===== src/rtl/load_store_unit.sv =====
// Load/store unit: core request -> word-addressed req/gnt/rvalid data bus, byte lanes and load extension.
// Optional LSU_MISALIGN_TRAP_EN: misaligned requests complete immediately with LsuMisaligned=1 and no bus access.
module load_store_unit #(
  parameter int unsigned BIT_COUNT = 32,
  parameter int unsigned WORD_SIZE = 32
) (
  input  logic                   clk,
  input  logic                   reset,
  input  logic                   LsuReq,
  input  logic                   LsuWrite,
  input  logic [1:0]             LsuSize,
  input  logic                   LsuUnsigned,
  input  logic [BIT_COUNT-1:0]   LsuAdr,
  input  logic [BIT_COUNT-1:0]   LsuWriteData,
  output logic                   LsuStall,
  output logic                   LsuDone,
  output logic [BIT_COUNT-1:0]   LsuReadData,
  output logic                   LsuMisaligned,
  output logic                   MemReq,
  output logic                   MemWrite,
  output logic [BIT_COUNT-1:0]   MemAdr,
  output logic [WORD_SIZE/8-1:0] ByteEn,
  output logic [WORD_SIZE-1:0]   MemWriteData,
  input  logic                   MemGnt,
  input  logic                   MemRValid,
  input  logic [WORD_SIZE-1:0]   MemReadData
);

  localparam int unsigned BE_W = WORD_SIZE / 8;

  typedef enum logic [1:0] {IDLE, REQ, WAIT, DONE} state_e;

  state_e                 state_q;
  logic                   req_q;
  logic                   write_q;
  logic [BIT_COUNT-1:0]   adr_q;
  logic [BE_W-1:0]        be_q;
  logic [WORD_SIZE-1:0]   wdata_q;
  logic                   done_q;
  logic                   mis_q;
  logic [BIT_COUNT-1:0]   rdata_q;
  logic [1:0]             size_q;
  logic                   uns_q;
  logic [1:0]             off_q;

  logic [1:0]             a;
  logic [BE_W-1:0]        be_d;
  logic [WORD_SIZE-1:0]   wdata_d;
  logic [1:0]             off_d;
  logic                   trap_d;
  logic [WORD_SIZE-1:0]   shifted;
  logic [BIT_COUNT-1:0]   rdata_d;

  assign a = LsuAdr[1:0];

  // Lane offset is pre-aligned to the access size, so misaligned low bits are dropped here.
  always_comb begin
    be_d    = '0;
    wdata_d = '0;
    off_d   = '0;
    case (LsuSize)
      2'b00: begin
        be_d    = 4'b0001 << a;
        wdata_d = {4{LsuWriteData[7:0]}};
        off_d   = a;
      end
      2'b01: begin
        be_d    = 4'b0011 << {a[1], 1'b0};
        wdata_d = {2{LsuWriteData[15:0]}};
        off_d   = {a[1], 1'b0};
      end
      default: begin
        be_d    = 4'b1111;
        wdata_d = LsuWriteData[31:0];
        off_d   = 2'b00;
      end
    endcase
  end

`ifdef LSU_MISALIGN_TRAP_EN
  assign trap_d = ((LsuSize == 2'b01) && a[0]) || (LsuSize[1] && (a != 2'b00));
`else
  assign trap_d = 1'b0;
`endif

  assign shifted = MemReadData >> {off_q, 3'b000};

  always_comb begin
    rdata_d = '0;
    case (size_q)
      2'b00:   rdata_d = uns_q ? BIT_COUNT'(shifted[7:0])
                               : BIT_COUNT'($signed(shifted[7:0]));
      2'b01:   rdata_d = uns_q ? BIT_COUNT'(shifted[15:0])
                               : BIT_COUNT'($signed(shifted[15:0]));
      default: rdata_d = uns_q ? BIT_COUNT'(shifted[31:0])
                               : BIT_COUNT'($signed(shifted[31:0]));
    endcase
  end

  always_ff @(posedge clk or negedge reset) begin
    if (!reset) begin
      state_q <= IDLE;
      req_q   <= 1'b0;
      write_q <= 1'b0;
      adr_q   <= '0;
      be_q    <= '0;
      wdata_q <= '0;
      done_q  <= 1'b0;
      mis_q   <= 1'b0;
      rdata_q <= '0;
      size_q  <= '0;
      uns_q   <= 1'b0;
      off_q   <= '0;
    end else begin
      case (state_q)
        IDLE: begin
          done_q <= 1'b0;
          mis_q  <= 1'b0;
          if (LsuReq) begin
            if (trap_d) begin
              state_q <= DONE;
              done_q  <= 1'b1;
              mis_q   <= 1'b1;
              rdata_q <= '0;
            end else begin
              state_q <= REQ;
              req_q   <= 1'b1;
              write_q <= LsuWrite;
              adr_q   <= {LsuAdr[BIT_COUNT-1:2], 2'b00};
              be_q    <= be_d;
              wdata_q <= wdata_d;
              size_q  <= LsuSize;
              uns_q   <= LsuUnsigned;
              off_q   <= off_d;
            end
          end
        end
        REQ: begin
          if (MemGnt) begin
            req_q <= 1'b0;
            if (write_q) begin
              state_q <= DONE;
              done_q  <= 1'b1;
              rdata_q <= '0;
            end else begin
              state_q <= WAIT;
            end
          end
        end
        WAIT: begin
          if (MemRValid) begin
            state_q <= DONE;
            done_q  <= 1'b1;
            rdata_q <= rdata_d;
          end
        end
        DONE: begin
          state_q <= IDLE;
          done_q  <= 1'b0;
          mis_q   <= 1'b0;
        end
        default: state_q <= IDLE;
      endcase
    end
  end

  assign LsuStall      = ((state_q == IDLE) && LsuReq) || (state_q == REQ) || (state_q == WAIT);
  assign LsuDone       = done_q;
  assign LsuReadData   = rdata_q;
  assign LsuMisaligned = mis_q;
  assign MemReq        = req_q;
  assign MemWrite      = write_q;
  assign MemAdr        = adr_q;
  assign ByteEn        = be_q;
  assign MemWriteData  = wdata_q;

endmodule


===== config.mk =====
export PLATFORM = sky130hd
export DESIGN_NAME = load_store_unit
export DESIGN_NICKNAME = d
export VERILOG_FILES = /design/src/rtl/load_store_unit.sv
export SDC_FILE = /design/constraint.sdc
export NUM_CORES = 1
export LEC_CHECK = 0
export CAP_MARGIN = 20
export CORE_UTILIZATION = 35
export DETAILED_ROUTE_END_ITERATION = 12
export PLACE_DENSITY = 0.75
export SLEW_MARGIN = 20
export SYNTH_ARGS = -nofsm -noshare
export SYNTH_HDL_FRONTEND = slang
export SYNTH_SLANG_ARGS = --single-unit

===== constraint.sdc =====
create_clock -name clk -period 3.9 [get_ports clk]
set_input_delay 0.78 -clock clk [delete_from_list [all_inputs] [get_ports clk]]
set_output_delay 0.78 -clock clk [all_outputs]
set_load 0.1 [all_outputs]

==> run metrics, run 1 <==
count of different cell masters after synthesis=37; final WL=13800 um; top cell type's share of synthesized area=0.540; Critical Path Source=LsuReq; Cells after Synth=422; Starting Density=0.359; area leader, netlist=dfrtp_1; gpl congestion=0.762; vias per cell=5.00; worst path required time=3.12 ns; Setup Fix Bufs, Post-CTS=0; Die H=122 um; Port Buffers=206; largest net degree at the start of global routing=77; Area contributors post-synth=dfrtp_1 (54%), mux2_2 (12%), mux2i_1 (7.8%); worst min path class=flop to flop; Yosys reg bits=108; Final setup viols=0; syn avg cell area=11.9 um^2; CTS Hold Bufs=0; Hold Startpoint=MemWriteData[17]; Syn. warnings=0; Post-synth EDFFs=0; CTS root buffer=clkbuf_16; Synth Flop Type=dfrtp_1; clk slew on worst S/H paths=0.07 ns; Longest Clk Path Bufs=2; Sink Count=108; CTS tree=yes; Peak Freq=351 MHz; initial antenna violation count=0; Via Count=3999; WL/cell=17.2 um; n_diodes=0; Clock Latency Late Sink=0.35 ns; hold_ws=0.480 ns; Post-synth ARST share=1.00; maxcap violations=0; Rel. slew slack=0.316; Crit path arrival time=2.06 ns; core box area=13900 um^2; final antenna-violating net count=0; Final Hold Viols=0; top cells by count, synth=dfrtp_1 (108), mux2_2 (52), mux2i_1 (39); die footprint=14800 um^2; status=finished clean; total global-route track usage=0.190; CP max-delay cell=clkdlybuf4s50_1; Post-route DRC=0; Detailed Route Iter0 Violations=207; Reg-to-Reg Start=state_q[1]; Layout Skew=0.00425 ns; fin. max-slew vios=0; Ports=210; CTS Buf Count=9; Cell Chain, Critical Path=clkdlybuf4s50_1, nand2_4, nand2_1, buf_12; critical path class=input port to output pin; crit-path max cell delay=0.48 ns; Die W=122 um; RSZ-0062 raised after global routing=false; Startpoint Class=input port; global-route wire length before repair=21300 um; H-tree levels=3; PostCTS Resize Cnt=0; slew of the pin with the lowest slew margin=1.02 ns; area delta synth->final=50.9%; site row count=43; Layout Nets=724; TNS Setup=0 ns; Netlist Area Pre-Place=5010 um^2; Crit Path Max Fanout=48; count leader, synth=dfrtp_1; fin crit share=0.729; grt total ovfl=0; layout cells sized above 1=0.158; sequential-to-total area share from yosys stat=0.540; CP endpoint kind=output pin; number of global-route vias before repair=4088; Tmin final=2.84 ns; DP HPWL=10000 um; Pre-Repair DR Iteration Count=4
## flip-flops by register name (all words and copies together), names as in the netlist
name / count
MemAdr: 30
MemWrite: 1
MemWriteData: 32
LsuReadData: 32
state_q: 2
off_q: 2
LsuDone: 1
MemReq: 1
size_q: 2
uns_q: 1
ByteEn: 4
## final timing paths
check | to | slack (ns) | cells after the start
min in group asynchronous | MemAdr[31] | 0.57 | 1
min | MemWriteData[17] | 0.48 | 2
min reg2reg | MemWriteData[17] | 0.48 | 2
max in group asynchronous | MemWriteData[9] | 2.48 | 2
max | LsuStall | 1.06 | 4
max reg2reg | LsuReadData[26] | 1.32 | 6
## cells by family (layout without fill, tap and decap cells)
logic type      after synthesis  in the layout  synth area share
mux                          92             92             0.199
simple gates                 73             73            0.0700
flops                       108            108             0.540
fa+ha+maj                     4              4            0.0100
buf+inv                      39            235            0.0352
compound gates              105            105             0.145
other cells                   1              3          0.000749
## area by class of cell
type                    instances  area, um^2
clock buffers                  10         239
clock inverters                 6        96.3
fillers                      1187        6380
inverters                       6        22.5
multi-input cells             277        2150
flip-flops and latches        108        2700
well taps                     180         225
repair buffers                213        2120
## cells in the final DEF (no fill, tap or decap), drive strengths merged, types with 2 or more instances in the layout
cell | synthesis | final
a2111oi | 2 | 2
a21oi | 27 | 27
a221o | 18 | 18
a22o | 2 | 2
buf | 10 | 9
bufinv | 0 | 2
clkbuf | 23 | 10
clkdlybuf4s50 | 0 | 204
clkinv | 0 | 2
conb | 1 | 3
dfrtp | 108 | 108
ha | 4 | 4
inv | 6 | 7
mux2 | 52 | 52
mux2i | 39 | 39
nand2 | 34 | 34
nand2b | 2 | 2
nand3b | 9 | 9
nor2 | 21 | 21
nor3b | 2 | 2
o21ai | 37 | 37
o2bb2ai | 14 | 14
or2 | 3 | 3
## per-layer routing
layer | wire length [um] | global-route usage | part of all wire
met3 | 1230 | 0.0660 | 0.089
met4 | 169 | 0.0602 | 0.012
met2 | 6670 | 0.315 | 0.49
met5 | 0 | 0 | 0
met1 | 5680 | 0.231 | 0.41
## per-stage QoR
step,std cells,setup slack [ns],util,cell area [um^2]
2_1_floorplan,424,1.10,-,5010
3_3_place_gp,784,0.876,0.518,7220
3_5_place_dp,784,0.803,0.518,7220
4_1_cts,800,1.03,0.542,7550
5_1_grt,800,0.920,0.542,7550
6_report,800,1.06,0.542,7550
## critical path: cells and delay by family
| kind | cells | cell delay, ns |
|---|---|---|
| buf+inv | 2 | 0.69 |
| simple gates | 2 | 0.59 |
Power of run 1 is left out: the tool's default activity adds up to more than one toggle a clock period on the data nets, which glitch-free logic cannot reach.
==> run 2: changes to the inputs <==
==> constraint.sdc (replaced) <==
create_clock -name clk -period 2.7 [get_ports clk]
set_input_delay 0.54 -clock clk [delete_from_list [all_inputs] [get_ports clk]]
set_output_delay 0.54 -clock clk [all_outputs]
set_load 0.1 [all_outputs]
==> run 2 against run 1 <==
Flip-flop and latch count unchanged; final cell count grew 0.50%; hold slack lost 0.34 ns; setup slack got worse by 0.60 ns; first-iteration DRC count increased by 14%; die area did not move; largest cell class unchanged; via count about the same; non-clock buffer count rose by 4.
==> run metrics, run 2 (synthesis results as in run 1) <==
largest net degree at the start of global routing=88; top cell family by delay on the critical path=flip-flops; maxcap violations=0; Setup Fix Bufs, Post-CTS=0; initial antenna violation count=0; Crit Path Max Fanout=16; Critical path buffers and inverters=2; gpl congestion=0.859; Die W=122 um; worst min path class=input port to async pin; Ports=210; Die H=122 um; Peak Freq=446 MHz; Layout Nets=728; Sink Count=108; Clock Latency Late Sink=0.35 ns; multi-input gate area in the final layout=2150 um^2; CTS Buf Count=9; layout cells sized above 1=0.325; TNS Setup=0 ns; Critical Path Source=state_q[0]; DP HPWL=10200 um; vias per cell=4.97; Rel. slew slack=0.377; Levels on crit path=5; CTS Hold Bufs=0; slew of the pin with the lowest slew margin=0.934 ns; n_diodes=0; Longest Clk Path Bufs=2; global-route wire length before repair=21600 um; CP endpoint kind=output pin; die footprint=14800 um^2; Layout Skew=0.00788 ns; Port Buffers=206; PostCTS Resize Cnt=0; register area=2700 um^2; # fillers=1211; area delta synth->final=46.3%; status=finished clean; final antenna-violating net count=0; Crit path arrival time=1.70 ns; H-tree levels=3; metal3 WL=1110 um; worst path required time=2.16 ns; fin crit share=0.830; Pre-Repair DR Iteration Count=4; WL met1=5600 um; commonest non-fill, non-tap cell in the layout=buf_4; CTS tree=yes; critical path class=flop to output pin; clk slew on worst S/H paths=0.07 ns; total global-route track usage=0.188; Final Hold Viols=0; Reg-to-Reg Start=state_q[1]; WL/cell=16.8 um; Startpoint Class=flop; Post-route DRC=0; site row count=43; crit-path max cell delay=0.39 ns; final WL=13500 um; Detailed Route Iter0 Violations=237; core box area=13900 um^2; Tmin final=2.24 ns; Cell Chain, Critical Path=inv_1, ha_1, nand2_4, nand2_1, buf_12; most frequent cells in the layout=buf_4 (111), dfrtp_1 (108), clkdlybuf4s50_1 (103), mux2_2 (52), mux2i_1 (39); Via Count=3996; Final setup viols=0; RSZ-0062 raised after global routing=false; CP max-delay cell=dfrtp_1; R2R depth=6; number of global-route vias before repair=4139; fin. max-slew vios=0; Top Layer Used=met4; CTS root buffer=clkbuf_16; met2 wire len=6480 um; Starting Density=0.359; grt total ovfl=0
run 2: cell count changes in the layout (fill, tap and decap cells not counted):
cell | previous run | this run
buf_12 | 1 | 3
buf_4 | 8 | 111
bufinv_16 | 2 | 1
clkbuf_8 | 1 | 0
clkdlybuf4s50_1 | 204 | 103
clkinv_2 | 0 | 2
run 2: cell type report:
type	count	area share
well taps	180	0.0308
inverters	6	0.00308
repair buffers	217	0.263
clock inverters	7	0.0104
flip-flops and latches	108	0.369
multi-input cells	277	0.293
clock buffers	9	0.0308
run 2: final timing paths:
| kind | endpoint | slack (ns) |
|---|---|---|
| setup / recovery | LsuStall | 0.46 |
| hold / removal | MemWriteData[3] | 0.14 |
| setup reg to reg | LsuReadData[27] | 0.47 |
| hold reg to reg | MemWriteData[31] | 0.48 |
| max in group asynchronous | MemAdr[9] | 1.83 |
| min in group clk | MemWriteData[31] | 0.48 |
run 2: stage by stage:
step                      instances  setup WS, ns  instance area [um^2]  utilization  hold slack [ns]
final                           804         0.459                  7320        0.526            0.137
after global placement          788         0.248                  7020        0.504            0.463
after detailed placement        788         0.156                  7020        0.504            0.471
after CTS                       804         0.426                  7320        0.526            0.146
after global routing            804         0.279                  7320        0.526            0.166
after floorplan                 424         0.265                  5010            -            0.244
run 2: layer usage:
| layer | up-vias | global-route usage |
|---|---|---|
| met3 | 19 | 0.0637 |
| met2 | 146 | 0.301 |
| met4 | 0 | 0.0725 |
| met5 | - | 0 |
| met1 | 1911 | 0.233 |
| li1 | 1920 | - |
Power of run 2 is left out for the same reason.
==> run 3: changes to the inputs <==
--- a/config.mk
+++ b/config.mk
@@ -8,7 +8,7 @@
 export CAP_MARGIN = 20
 export CORE_UTILIZATION = 35
 export DETAILED_ROUTE_END_ITERATION = 12
-export PLACE_DENSITY = 0.75
+export PLACE_DENSITY = 0.77
 export SLEW_MARGIN = 20
 export SYNTH_ARGS = -nofsm -noshare
 export SYNTH_HDL_FRONTEND = slang
==> constraint.sdc (replaced) <==
create_clock -name clk -period 1.9 [get_ports clk]
set_input_delay 0.38 -clock clk [delete_from_list [all_inputs] [get_ports clk]]
set_output_delay 0.38 -clock clk [all_outputs]
set_load 0.1 [all_outputs]
==> run 3 against run 2 <==
Hold slack better by 0.22 ns; register-to-register slack worse by 0.40 ns; final cell count is 2.5% higher; global-route usage is 0.23 points lower; sequential share of layout area is 3.0 points lower; design area is 9.1% higher; die area stayed put; non-clock buffer count is 19 higher; critical path type unchanged.
==> run metrics, run 3 (synthesis results as in run 1) <==
critical path class=flop to output pin; Sink Count=108; CTS Buf Count=9; site row count=43; worst path required time=1.52 ns; met3 GRT Util=0.0543; Startpoint Class=flop; core box area=13900 um^2; Longest Clk Path Bufs=2; fin crit share=0.979; Starting Density=0.359; final antenna-violating net count=0; total global-route track usage=0.186; most frequent cells in the layout=dfrtp_1 (106), clkdlybuf4s50_1 (103), buf_4 (94), mux2_2 (52), mux2i_1 (39); worst min path class=input port to async pin; Post-Place Cells=802; clk slew on worst S/H paths=0.07 ns; status=finished clean; met2 Usage GRT=0.325; Crit path arrival time=1.48 ns; n_diodes=0; number of global-route vias before repair=4215; DP HPWL=10400 um; grt total ovfl=0; Rel. slew slack=0.632; H-tree levels=3; Clock Latency Late Sink=0.35 ns; top cell family by delay on the critical path=flip-flops; Layout Skew=0.00610 ns; multi-input gate area in the final layout=2240 um^2; area delta synth->final=59.6%; Peak Freq=537 MHz; fin. max-slew vios=0; Layout Nets=748; CTS tree=yes; TNS Setup=0 ns; Final Hold Viols=0; # fillers=1138; R2R Setup Slk=0.07 ns; Final setup viols=0; slew of the pin with the lowest slew margin=0.549 ns; crit-path max cell delay=0.40 ns; Pre-Repair DR Iteration Count=4; met1 Use GR=0.213; largest net degree at the start of global routing=60; gpl congestion=0.843; Critical path buffers and inverters=2; Tmin final=1.86 ns; pre-CTS WS=-0.413 ns; global-route wire length before repair=21200 um; initial antenna violation count=0; final WL=13800 um; register area=2710 um^2; Post-route DRC=0; CP max-delay cell=dfrtp_1; maxcap violations=0; Via Count=4128; Die W=122 um; WL/cell=16.7 um; CTS root buffer=clkbuf_16; commonest non-fill, non-tap cell in the layout=dfrtp_1; layout cells sized above 1=0.362; vias per cell=5.01; Die H=122 um; Port Buffers=206; Detailed Route Iter0 Violations=235; setup slack after layout=0.0391 ns; Cell Chain, Critical Path=buf_4, ha_4, nor2_4, nand2_4, buf_12; final non-filler cell total=824; Crit Path Max Fanout=5; CP endpoint kind=output pin; Ports=210; global route hottest layer=met2; die footprint=14800 um^2; hold_ws=0.360 ns
[run 3: area by class of cell]
class / count / share of cell area
tap: 180 / 0.0282
multi-input combinational: 278 / 0.281
sequential: 108 / 0.339
clock buffer: 11 / 0.0304
inverter: 6 / 0.00282
clock inverter: 5 / 0.00767
timing repair buffer: 236 / 0.312
[run 3: layer usage]
metal  part of all wire  wire, um  vias to the layer above
met5                  0         0                        -
met4              0.018       252                        0
met3              0.082      1130                       17
met2               0.51      7050                      165
met1               0.39      5320                     1989
li1                   -         -                     1957
[run 3: final timing paths]
kind,from,end,cells after the start
hold reg to reg,MemWriteData[20],MemWriteData[20],2
hold / removal,reset,MemAdr[31],2
setup reg to reg,off_q[1],LsuReadData[26],5
max in group asynchronous,reset,off_q[1],3
setup / recovery,state_q[1],LsuStall,5
min in group clk,MemWriteData[20],MemWriteData[20],2
[run 3: metrics by stage]
stage	util	cell area [um^2]
after detailed placement	0.541	7540
after global routing	0.573	7990
after CTS	0.566	7880
final	0.573	7990
after floorplan	-	5030
after global placement	0.541	7540
[run 3: timing repair]
action	4_1_cts	5_1_grt
gates cloned	0	1
buffers inserted	1	3
hold buffers	1	0
hold endpoints to repair	1	0
pin swaps	1	0
gates resized for setup	3	18
endpoints found under the setup margin	21	33
Power of run 3 is left out for the same reason.
